$ cat config.mk
export PLATFORM = sky130hd
export DESIGN_NAME = event_blinker
export DESIGN_NICKNAME = d
export VERILOG_FILES = /design/src/rtl/event_blinker_pkg.sv /design/src/rtl/ms_timer.sv /design/src/rtl/event_blinker.sv
export SDC_FILE = /design/constraint.sdc
export NUM_CORES = 1
export LEC_CHECK = 0
export CAP_MARGIN = 15
export CORE_MARGIN = 3
export CORE_UTILIZATION = 30
export CTS_CLUSTER_SIZE = 28
export DETAILED_ROUTE_END_ITERATION = 7
export GPL_TIMING_DRIVEN = 0
export PLACE_DENSITY = 0.5
export SYNTH_ARGS = -nofsm -noshare
export SYNTH_HDL_FRONTEND = slang
export SYNTH_HIERARCHICAL = 1
export SYNTH_SLANG_ARGS = --single-unit
$ cat constraint.sdc
create_clock -name clk -period 3.3 [get_ports clk]
set_input_delay 0.99 -clock clk [delete_from_list [all_inputs] [get_ports clk]]
set_output_delay 0.99 -clock clk [all_outputs]
set_load 0.05 [all_outputs]
$ cat src/rtl/event_blinker_pkg.sv
// Shared types and sizing helpers for the event blinker.
package event_blinker_pkg;

  typedef enum logic [1:0] {
    StIdle = 2'd0,
    StOn   = 2'd1,
    StGap  = 2'd2
  } state_e;

  function automatic int unsigned cycles_per_ms(input int unsigned fpga_clk);
    return fpga_clk / 1000;
  endfunction

  function automatic int unsigned pend_width(input int unsigned max_pend);
    return $clog2(max_pend + 1);
  endfunction

  // At least one bit so a 1-cycle phase still gets a legal counter.
  function automatic int unsigned timer_width(input int unsigned on_cyc,
                                              input int unsigned off_cyc);
    int unsigned m;
    int unsigned w;
    m = (on_cyc > off_cyc) ? on_cyc : off_cyc;
    w = $clog2(m);
    return (w < 1) ? 1 : w;
  endfunction

endpackage

$ cat src/rtl/ms_timer.sv
// Phase timer: counts up from restart and parks at the terminal count.
module ms_timer #(
  parameter int unsigned TW = 8
) (
  input  logic          clk,
  input  logic          rst,
  input  logic          restart,
  input  logic [TW-1:0] terminal,
  output logic          done
);

  logic [TW-1:0] r_count;

  assign done = (r_count == terminal);

  always_ff @(posedge clk or negedge rst) begin
    if (!rst) begin
      r_count <= '0;
    end else if (restart) begin
      r_count <= '0;
    end else if (!done) begin
      r_count <= r_count + TW'(1);
    end
  end

endmodule

$ cat src/rtl/event_blinker.sv
// Queues single-cycle events and replays each one as an ON blink followed by a dark GAP.
module event_blinker
  import event_blinker_pkg::*;
#(
  parameter int unsigned FPGA_CLK = 50000000,
  parameter int unsigned ON_MS    = 100,
  parameter int unsigned OFF_MS   = 100,
  parameter int unsigned MAX_PEND = 15
) (
  input  logic                            clk,
  input  logic                            rst,
  input  logic                            clear,
  input  logic                            event_in,
  output logic                            led_out,
  output logic                            busy,
  output logic [$clog2(MAX_PEND+1)-1:0]   pending,
  output logic                            overflow
);

  localparam int unsigned CycMs  = cycles_per_ms(FPGA_CLK);
  localparam int unsigned OnCyc  = CycMs * ON_MS;
  localparam int unsigned OffCyc = CycMs * OFF_MS;
  localparam int unsigned PW     = pend_width(MAX_PEND);
  localparam int unsigned TW     = timer_width(OnCyc, OffCyc);

  localparam logic [PW-1:0] MaxPend = PW'(MAX_PEND);
  localparam logic [TW-1:0] OnTerm  = TW'(OnCyc - 1);
  localparam logic [TW-1:0] OffTerm = TW'(OffCyc - 1);

  state_e          r_state;
  state_e          w_state_d;
  logic [PW-1:0]   r_pending;
  logic [PW-1:0]   w_pending_d;
  logic            r_overflow;
  logic            w_overflow_d;
  logic            r_event_prev;
  logic            r_led;
  logic            r_busy;
  logic            w_edge;
  logic            w_dequeue;
  logic            w_done;
  logic            w_restart;
  logic [TW-1:0]   w_terminal;

  assign w_edge     = event_in & ~r_event_prev;
  assign w_terminal = (r_state == StOn) ? OnTerm : OffTerm;
  // Timer restarts on every phase change and is held at zero while idle.
  assign w_restart  = (w_state_d != r_state) || (r_state == StIdle);

  ms_timer #(
    .TW(TW)
  ) u_ms_timer (
    .clk     (clk),
    .rst     (rst),
    .restart (w_restart),
    .terminal(w_terminal),
    .done    (w_done)
  );

  always_comb begin
    w_state_d = r_state;
    w_dequeue = 1'b0;
    unique case (r_state)
      StIdle: begin
        if (r_pending != '0) begin
          w_dequeue = 1'b1;
          w_state_d = StOn;
        end
      end
      StOn: begin
        if (w_done) w_state_d = StGap;
      end
      StGap: begin
        if (w_done) begin
          if (r_pending != '0) begin
            w_dequeue = 1'b1;
            w_state_d = StOn;
          end else begin
            w_state_d = StIdle;
          end
        end
      end
      default: w_state_d = StIdle;
    endcase
    if (clear) begin
      w_state_d = StIdle;
      w_dequeue = 1'b0;
    end
  end

  always_comb begin
    w_pending_d  = r_pending;
    w_overflow_d = r_overflow;
    if (clear) begin
      w_pending_d  = '0;
      w_overflow_d = 1'b0;
    end else if (w_edge && !w_dequeue) begin
      if (r_pending != MaxPend) w_pending_d = r_pending + PW'(1);
      else                      w_overflow_d = 1'b1;
    end else if (!w_edge && w_dequeue) begin
      w_pending_d = r_pending - PW'(1);
    end
  end

  always_ff @(posedge clk or negedge rst) begin
    if (!rst) begin
      r_state      <= StIdle;
      r_pending    <= '0;
      r_overflow   <= 1'b0;
      r_event_prev <= 1'b0;
      r_led        <= 1'b0;
      r_busy       <= 1'b0;
    end else begin
      r_state      <= w_state_d;
      r_pending    <= w_pending_d;
      r_overflow   <= w_overflow_d;
      r_event_prev <= event_in;
      r_led        <= (w_state_d == StOn);
      r_busy       <= (w_state_d != StIdle);
    end
  end

  assign led_out  = r_led;
  assign busy     = r_busy;
  assign pending  = r_pending;
  assign overflow = r_overflow;

endmodule

After elaboration in Yosys (flattened, before gate mapping) --
Cells that the tools add are included. W data, S select, Z words.
Word-level totals: register bits after elaboration 33, input bits 4, output and inout port bits 7, word-level logic and storage cells 52
Operators by class: add/sub/neg operators 3, eq/ne operators 9, muxes and demuxes 19, bitwise operators 2, reductions and logical operators 12
Operators by type and width (number):
- $mux W23 | 2
- $add A23 B1 Y23 const B | 1
- $eq A23 B23 Y1 const B | 1
- $mux W4 | 4
- $mux W2 | 4
- $mux W1 | 7
- $pmux W2 S3 | 1
- $add A4 B1 Y4 const B | 1
- $eq A2 B1 Y1 const B | 2
- $ne A4 B4 Y1 const B | 1
- $reduce_and A2 Y1 | 2
- $reduce_bool A2 Y1 | 2
- $reduce_bool A4 Y1 | 1
- $sub A4 B1 Y4 const B | 1
- $ne A3 B2 Y1 const B | 1
- $reduce_bool A3 Y1 | 1
- $eq A2 B2 Y1 const B | 1
- $logic_and A1 B1 Y1 | 2
- $logic_not A1 Y1 | 2
- $logic_not A2 Y1 | 1
- $ne A2 B1 Y1 const B | 1
- $ne A2 B2 Y1 | 1
- $ne A2 B2 Y1 const B | 1
- $pmux W1 S2 | 1
- other kinds (3) | 3

Logic depth before layout (Yosys ltp) --
Gate-level depths: netlist (run 1).
depth in word-level cells 9, gate-level depth with buffers 15, depth with buffers taken out 13

Hierarchy --
Netlist (run 1), hierarchy kept.
By module, submodules not included:
- ms_timer | times used 1, cells each 190, area an instance 1684.1 um2, seq. area each 575.6 um2
- event_blinker | times used 1, cells each 56, area an instance 560.5 um2, seq. area each 250.2 um2

Worst setup path after synthesis (run 1) --
Ideal clock, no wire load.
path type register to register, start point register u_ms_timer.r_count[15], end point register r_pending[3], in the netlist pending[3], setup time 69 ps, data arrival time 3257 ps, required time 3231 ps, slack -26 ps, cell stages (with the launch flop) 16, path buffers 2, period minus slack after synthesis 3326 ps, cells stage by stage dfrtp_1 -> clkbuf_1 -> xnor2_1 -> nand4_1 -> nor2_1 -> clkbuf_1 -> and2_1 -> nor2b_1 -> o41a_2 -> inv_1 -> ha_1 -> a21o_1 -> a21oi_1 -> xnor2_1 -> or4_1 -> nand3_1
Between the ends: cells in the longest elaborated chain, start to end 8, elaborated cells between the ends (all ways) 12, classes of those cells 2 x eq/ne; 5 x mux; 5 x reduce/logical
RTL lines:
- from (decl) | RTL line ms_timer.sv:12 | logic [TW-1:0] r_count;
- from (signal assigned) | RTL line ms_timer.sv:22 | r_count <= r_count + TW'(1);
- $eq A23 B23 Y1 (*) | RTL line ms_timer.sv:14 | assign done = (r_count == terminal);
- net w_done | RTL line event_blinker.sv:41 | logic w_done;
- $mux W1 (*) | RTL line event_blinker.sv:74 | if (w_done) begin
- $pmux W1 S2 (*) | RTL line event_blinker.sv:63 | unique case (r_state)
- $mux W1 (*) | RTL line event_blinker.sv:85 | if (clear) begin
- $logic_not A1 Y1 | RTL line event_blinker.sv:97 | end else if (w_edge && !w_dequeue) begin
- $logic_and A1 B1 Y1 | RTL line event_blinker.sv:97
- $ne A3 B2 Y1 (no source line) (tied with other cells)
- $reduce_and A2 Y1 (no source line) / $mux W4 (equally long branches)
- to (signal assigned) | RTL line event_blinker.sv:115 | r_pending <= w_pending_d;
- to (decl) | RTL line event_blinker.sv:32 | logic [PW-1:0] r_pending;
The timed path passes the listed nets; every way through them passes the cells marked *. A chain may end at the register's enable or synchronous reset.

Final worst setup path (run 1) --
start point register u_ms_timer.r_count[10], end point register r_pending[3], in the netlist pending[3]
The elaborated chain is that of the path after synthesis.

==> impl_metrics.py, run 1 <==
metrics = {
    "sta": {
        "min_period_ns": 3.17,
        "setup_viol": 0,
        "clock_skew_ns": 0.00754,
        "fmax_mhz": 316,
        "hold_violations": 0,
        "fin_setup_tns_ns": 0,
        "fin_crit_sh_pct": 96.0,
        "rsz0062_at_grt": "yes",
        "slew_viol_final": 0,
        "relSlewSlack_pct": 47.2,
        "tightest_slew_ns": 0.792,
        "whs_ns": 0.610,
    },
    "synth": {
        "yosysTopAreaCell": "dfrtp_1",
        "ys_seq_elements": 33,
        "synth_cells": 246,
        "async_flop_share_pct": 100,
        "synth.area.top_cells": "dfrtp_1, mux2_2, xnor2_1",
        "synth_flop_cell": "dfrtp_1",
        "synth.distinct_cells": 39,
        "syn_area_per_cell_um2": 9.12,
        "syn_area_um2": 2240,
        "synth_warnings": 6,
        "synth-seq-area-share_pct": 36.8,
        "synth_edf_count": 0,
        "synth_top_area_share_pct": 36.8,
    },
    "global_routing": {
        "grt_first_pass_wirelength_um": 8850,
        "grt_overflow": 0,
        "grt_pass1_vias": 1797,
        "track_usage_pct": 12.9,
        "grt_max_degree": 34,
        "antenna_found_initial": 0,
    },
    "setup_path": {
        "cp.arrival_ns": 3.40,
        "cp_max_fo": 5,
        "start_kind": "flop",
        "endpoint_kind": "flop",
        "cp.required_ns": 3.53,
        "path_class": "flop to flop",
        "r2r_slack_ns": 0.13,
        "reg2reg_depth": 14,
    },
    "layout": {
        "nets": 302,
        "fin_util_pct": 40.2,
        "diodes": 0,
        "area_delta_synth_final_pct": 25.9,
        "drive_gt1_share_pct": 21.4,
        "post-route-cell-area_um2": 2830,
    },
    "clock_network": {
        "clock_latency_ns": 0.29,
        "postCtsHoldBufs": 0,
        "cts_tree": "built",
        "numCtsBuffers": 5,
        "htreeDepth": 2,
        "clk_pin_slew_ns": 0.08,
        "cts_buffer_depth": 2,
        "clock-root-buffer": "clkbuf_8",
        "clock-sinks": 33,
    },
    "floorplan": {
        "rows": 30,
        "coreArea_um2": 7020,
        "io_pins": 11,
        "dieArea_um2": 8560,
        "die_height_um": 92.5,
        "start_util_pct": 32.0,
        "die_x_um": 92.5,
    },
    "route": {
        "vias_per_cell": 4.77,
        "via_count": 1867,
        "finalWirelength_um": 5270,
        "wire_per_inst_um": 13.5,
        "dr.pass1.iters": 4,
        "ant_nets": 0,
        "drc": 0,
        "drt_iter0_markers": 55,
    },
    "pwr": {
        "finalPower_mw": 1.31,
        "cellLeakagePower_nw": 1.18,
        "power_density_nw_per_um2": 464,
        "vdd_drop_max_mv": 0.408,
    },
    "min_path": {
        "hold_path_class": "flop to flop",
        "whs_path_depth": 2,
    },
    "placed_design": {
        "dpl_cell_area_um2": 2540,
        "gp_congestion": 0.760,
        "hpwl_um": 3490,
        "portBuffers": 10,
    },
    "run_status": {
        "status": "finished clean",
    },
    "job": {
        "drv_cap": 0,
    },
}
-- what timing repair did --
item,4_1_cts,5_1_grt
buffers inserted,3,8
endpoints found under the setup margin,1,1
pin swaps,3,8
gates cloned,0,0
resized for setup,7,12
-- through the flow --
step                cells  worst slack [ns]
floorplan             267            0.0170
global placement      373            -0.413
detailed placement    373            -0.432
CTS                   384           0.00506
global route          391           -0.0234
finish                391             0.131
-- area by class of cell --
cell class	count	area, µm²
multi-input cells	217	1500
well taps	96	120
repair buffers	21	178
plain buffers	11	53.8
flip-flops and latches	33	831
inverters	5	21.3
fillers	723	4190
clock inverters	2	37.5
clock buffers	6	82.6
-- power by group --
group	total [mW]	leakage, nW	internal [mW]	switching [mW]
logic	0.414	0.680	0.164	0.250
registers	0.484	0.441	0.436	0.0485
clock network	0.414	0.0574	0.246	0.168
-- flip-flops by register name, summed over array words and instances (netlist names) --
signal,flops
busy,1
led_out,1
overflow,1
pending,4
r_event_prev,1
r_state,2
u_ms_timer/r_count,23
-- metal layers --
metal	GRT usage, %	routed length (µm)	up-vias
met5	0	0	-
met4	4.46	73	0
met3	3.01	197	8
met2	20.3	2450	31
met1	17.4	2550	896
li1	-	-	932
-- path summary, 6_finish.rpt --
| path | from | end |
|---|---|---|
| min in group asynchronous | rst | pending[0] |
| worst max-delay path | u_ms_timer/r_count[10] | pending[3] |
| worst min register to register | overflow | overflow |
| max in group asynchronous | rst | u_ms_timer/r_count[2] |
| worst max register to register | u_ms_timer/r_count[10] | pending[3] |
| worst min-delay path | overflow | overflow |
-- critical path, cell delays in order (launching register included) --
cell     delay, ns
dfrtp_2       0.44
xnor2_2       0.15
nand4_1       0.16
nor4_4        0.33
buf_6         0.15
and2_4        0.17
nor2b_4       0.06
o41a_4        0.50
inv_4         0.08
ha_4          0.19
a21o_1        0.18
a21oi_2       0.12
xnor2_1       0.09
or4_1         0.40
nand3_1       0.08
-- cells by family after synthesis --
family	share of synthesized area [%]
and+or+nand+nor	26.8
AOI/OAI and AO/OA	9.87
DFF	36.8
xor gates and xnor gates	10.1
muxes	10.5
buffers and inverters	2.95
adders and majority gates	2.56
other	0.335
-- cell usage after synthesis (all sizes together), types with 3 or more instances --
master	number
nor4	3
xnor2	25
and3	5
nand4	8
a21oi	17
clkbuf	10
nor2b	23
or3	3
ha	3
a211oi	7
nand3	18
nand2	12
inv	5
mux2	21
dfrtp	33
nor2	29
-- cell usage in the layout, fill, tap and decap left out, types with 7 or more instances in the layout --
master	count
nand2_1	12
clkdlybuf4s50_1	9
xnor2_1	23
a211oi_1	7
buf_4	11
nor2_1	28
dfrtp_1	29
nand3_1	18
nor2b_1	22
a21oi_1	15
mux2_2	20
nand4_1	7
clkbuf_1	8
conb_1	23
Power figures use the tool's default switching activity.
==> run 2, diff against run 1 <==
- CTS_BUF_LIST: unset -> sky130_fd_sc_hd__clkbuf_4 sky130_fd_sc_hd__clkbuf_8
- PLACE_DENSITY: 0.5 -> 0.48
- clock period: 3.3 -> 4.1 ns (I/O delays scaled with it)
==> run 2 against run 1 <==
Compared with the run above: non-clock buffer count down 10; clock power down 21%; hold slack worse by 0.013 ns; critical path depth unchanged; clock skew down 0.0024 ns; global-route usage down 0.35 points; largest cell class unchanged; fmax down 16%.
==> impl_metrics.py, run 2 (synthesis gave the netlist of run 1 again) <==
metrics = {
    "setup_path": {
        "start_kind": "flop",
        "cp-startpoint": "u_ms_timer/r_count[2]",
        "crit_path_frequent_cell": "xnor2_1",
        "endpoint_kind": "flop",
        "path_cells": "xnor2_1 -> nand4_1 -> nor4_4 -> buf_2 -> and2_1 -> nor2b_1 -> o41a_2 -> inv_1 -> ha_1 -> a21o_1 -> a21oi_1 -> xnor2_1 -> or4_1 -> nand3_1",
        "cpLargestDelayFamily": "simple AND/OR/NAND/NOR gates",
        "crit_slowest_cell": "nor4_4",
        "critPathMaxStageDelay_ns": 0.50,
        "cp_max_fo": 10,
        "cp.required_ns": 4.33,
        "cp.arrival_ns": 3.98,
        "path_class": "flop to flop",
        "reg2reg_from": "u_ms_timer/r_count[2]",
        "cp.buffers_inverters": 2,
    },
    "route": {
        "via_count": 1773,
        "finalWirelength_um": 4980,
        "ant_nets": 0,
        "dr.pass1.iters": 4,
        "vias_per_cell": 4.65,
        "drt_iter0_markers": 79,
        "wire_per_inst_um": 13.1,
        "drc": 0,
    },
    "layout": {
        "nFillCells": 757,
        "area_delta_synth_final_pct": 18.6,
        "drive_gt1_share_pct": 14.0,
        "nets": 292,
        "final_cell_mix": "dfrtp_1, nor2_1, xnor2_1",
        "largest_reg_flops": 23,
        "multi_input_area_um2": 1430,
        "diodes": 0,
        "seq_area_um2": 826,
        "layout_commonest_cell": "dfrtp_1",
        "top_register": "u_ms_timer/r_count",
    },
    "sta": {
        "min_period_ns": 3.75,
        "tightest_slew_ns": 0.785,
        "hold_violations": 0,
        "setup_viol": 0,
        "slew_viol_final": 0,
        "fin_crit_sh_pct": 91.5,
        "relSlewSlack_pct": 47.6,
        "fmax_mhz": 267,
        "clock_skew_ns": 0.00517,
        "fin_setup_tns_ns": 0,
        "rsz0062_at_grt": "no",
    },
    "clock_network": {
        "numCtsBuffers": 5,
        "htreeDepth": 2,
        "cts_buffer_depth": 2,
        "clock-root-buffer": "clkbuf_8",
        "postCtsHoldBufs": 0,
        "cts_tree": "built",
        "clock_latency_ns": 0.29,
        "clock-sinks": 33,
        "clk_pin_slew_ns": 0.07,
    },
    "global_routing": {
        "grt_overflow": 0,
        "busiest_layer": "met2",
        "use_met1_pct": 16.9,
        "antenna_found_initial": 0,
        "grt_max_degree": 34,
        "grt_pass1_vias": 1779,
        "track_usage_pct": 12.6,
        "met3_usage_pct": 2.92,
        "grt_first_pass_wirelength_um": 8650,
        "use_met2_pct": 20.2,
    },
    "pwr": {
        "share_comb_of_total_power_pct": 30.3,
        "finalPower_mw": 1.02,
        "switching_share_pct": 34.7,
        "vdd_drop_max_mv": 0.279,
        "p_switching_mw": 0.354,
        "p_clk_share_pct": 31.9,
        "power_density_nw_per_um2": 383,
        "p_int_mw": 0.666,
        "cellLeakagePower_nw": 1.11,
        "p_seq_share_pct": 37.7,
    },
    "placed_design": {
        "portBuffers": 10,
        "hpwl_um": 3520,
        "gp_congestion": 0.763,
    },
    "min_path": {
        "worstHoldStart": "overflow",
        "hold_path_class": "flop to flop",
    },
    "floorplan": {
        "io_pins": 11,
        "dieArea_um2": 8560,
        "die_x_um": 92.5,
        "die_height_um": 92.5,
        "start_util_pct": 32.0,
        "rows": 30,
        "coreArea_um2": 7020,
    },
    "job": {
        "drv_cap": 0,
    },
    "run_status": {
        "status": "finished clean",
    },
}
-- run 2: cell count changes in the layout (fill, tap and decap cells not counted), moves of 2 or more --
cell     delta
buf_4      -11
dfrtp_1     +4
dfrtp_2     -4
ha_1        +2
ha_4        -2
xnor2_1     +2
xnor2_2     -2
-- run 2: layout make-up --
type | instances | share of cell area, %
multi-input cells | 217 | 53.9
inverters | 5 | 0.705
well taps | 96 | 4.51
clock inverters | 2 | 1.41
repair buffers | 10 | 3.57
plain buffers | 12 | 1.83
flip-flops and latches | 33 | 31.0
clock buffers | 6 | 3.10
-- run 2: power by group through the flow --
stage                     logic, mW  registers, mW  clock network (mW)
after floorplan               0.156          0.456                   0
after global placement        0.310          0.392                   0
after detailed placement      0.314          0.390                   0
after CTS                     0.314          0.385               0.340
after global routing          0.342          0.389               0.353
final                         0.310          0.385               0.326
-- run 2: stage by stage --
stage / std cells / area, µm² / hold WS (ns) / worst slack, ns / utilization, %
after global routing: 381 / 2660 / 0.641 / 0.0703 / 37.9
after global placement: 373 / 2540 / 0.579 / 0.284 / 36.2
after detailed placement: 373 / 2540 / 0.580 / 0.182 / 36.2
final: 381 / 2660 / 0.597 / 0.348 / 37.9
after floorplan: 267 / 2320 / 0.562 / 0.774 / -
after CTS: 381 / 2660 / 0.607 / 0.193 / 37.9
-- run 2: routing by layer --
metal / vias to the layer above / share of wire [%]
met5: - / 0
met1: 827 / 50
met3: 7 / 3.8
li1: 910 / -
met2: 29 / 45
met4: 0 / 1.1
-- run 2: worst paths after layout --
kind,endpoint,slack [ns],cells past startpoint
worst max-delay path,pending[3],0.35,14
worst min-delay path,overflow,0.60,2
worst max register to register,pending[3],0.35,14
worst min register to register,overflow,0.60,2
max in group asynchronous,u_ms_timer/r_count[13],2.58,1
min in group asynchronous,u_ms_timer/r_count[17],1.02,1
-- run 2: worst reg2reg max path, stage by stage (launching register included) --
cell     delay [ns]
dfrtp_1        0.48
xnor2_1        0.17
nand4_1        0.17
nor4_4         0.50
buf_2          0.32
and2_1         0.22
nor2b_1        0.11
o41a_2         0.43
inv_1          0.12
ha_1           0.23
a21o_1         0.17
a21oi_1        0.18
xnor2_1        0.10
or4_1          0.39
nand3_1        0.09
-- run 2: what timing repair did --
| action | 4_1_cts | 5_1_grt |
|---|---|---|
| gates resized for setup | 0 | 3 |
| setup endpoints to repair | 0 | 1 |
| setup buffers | 0 | 0 |
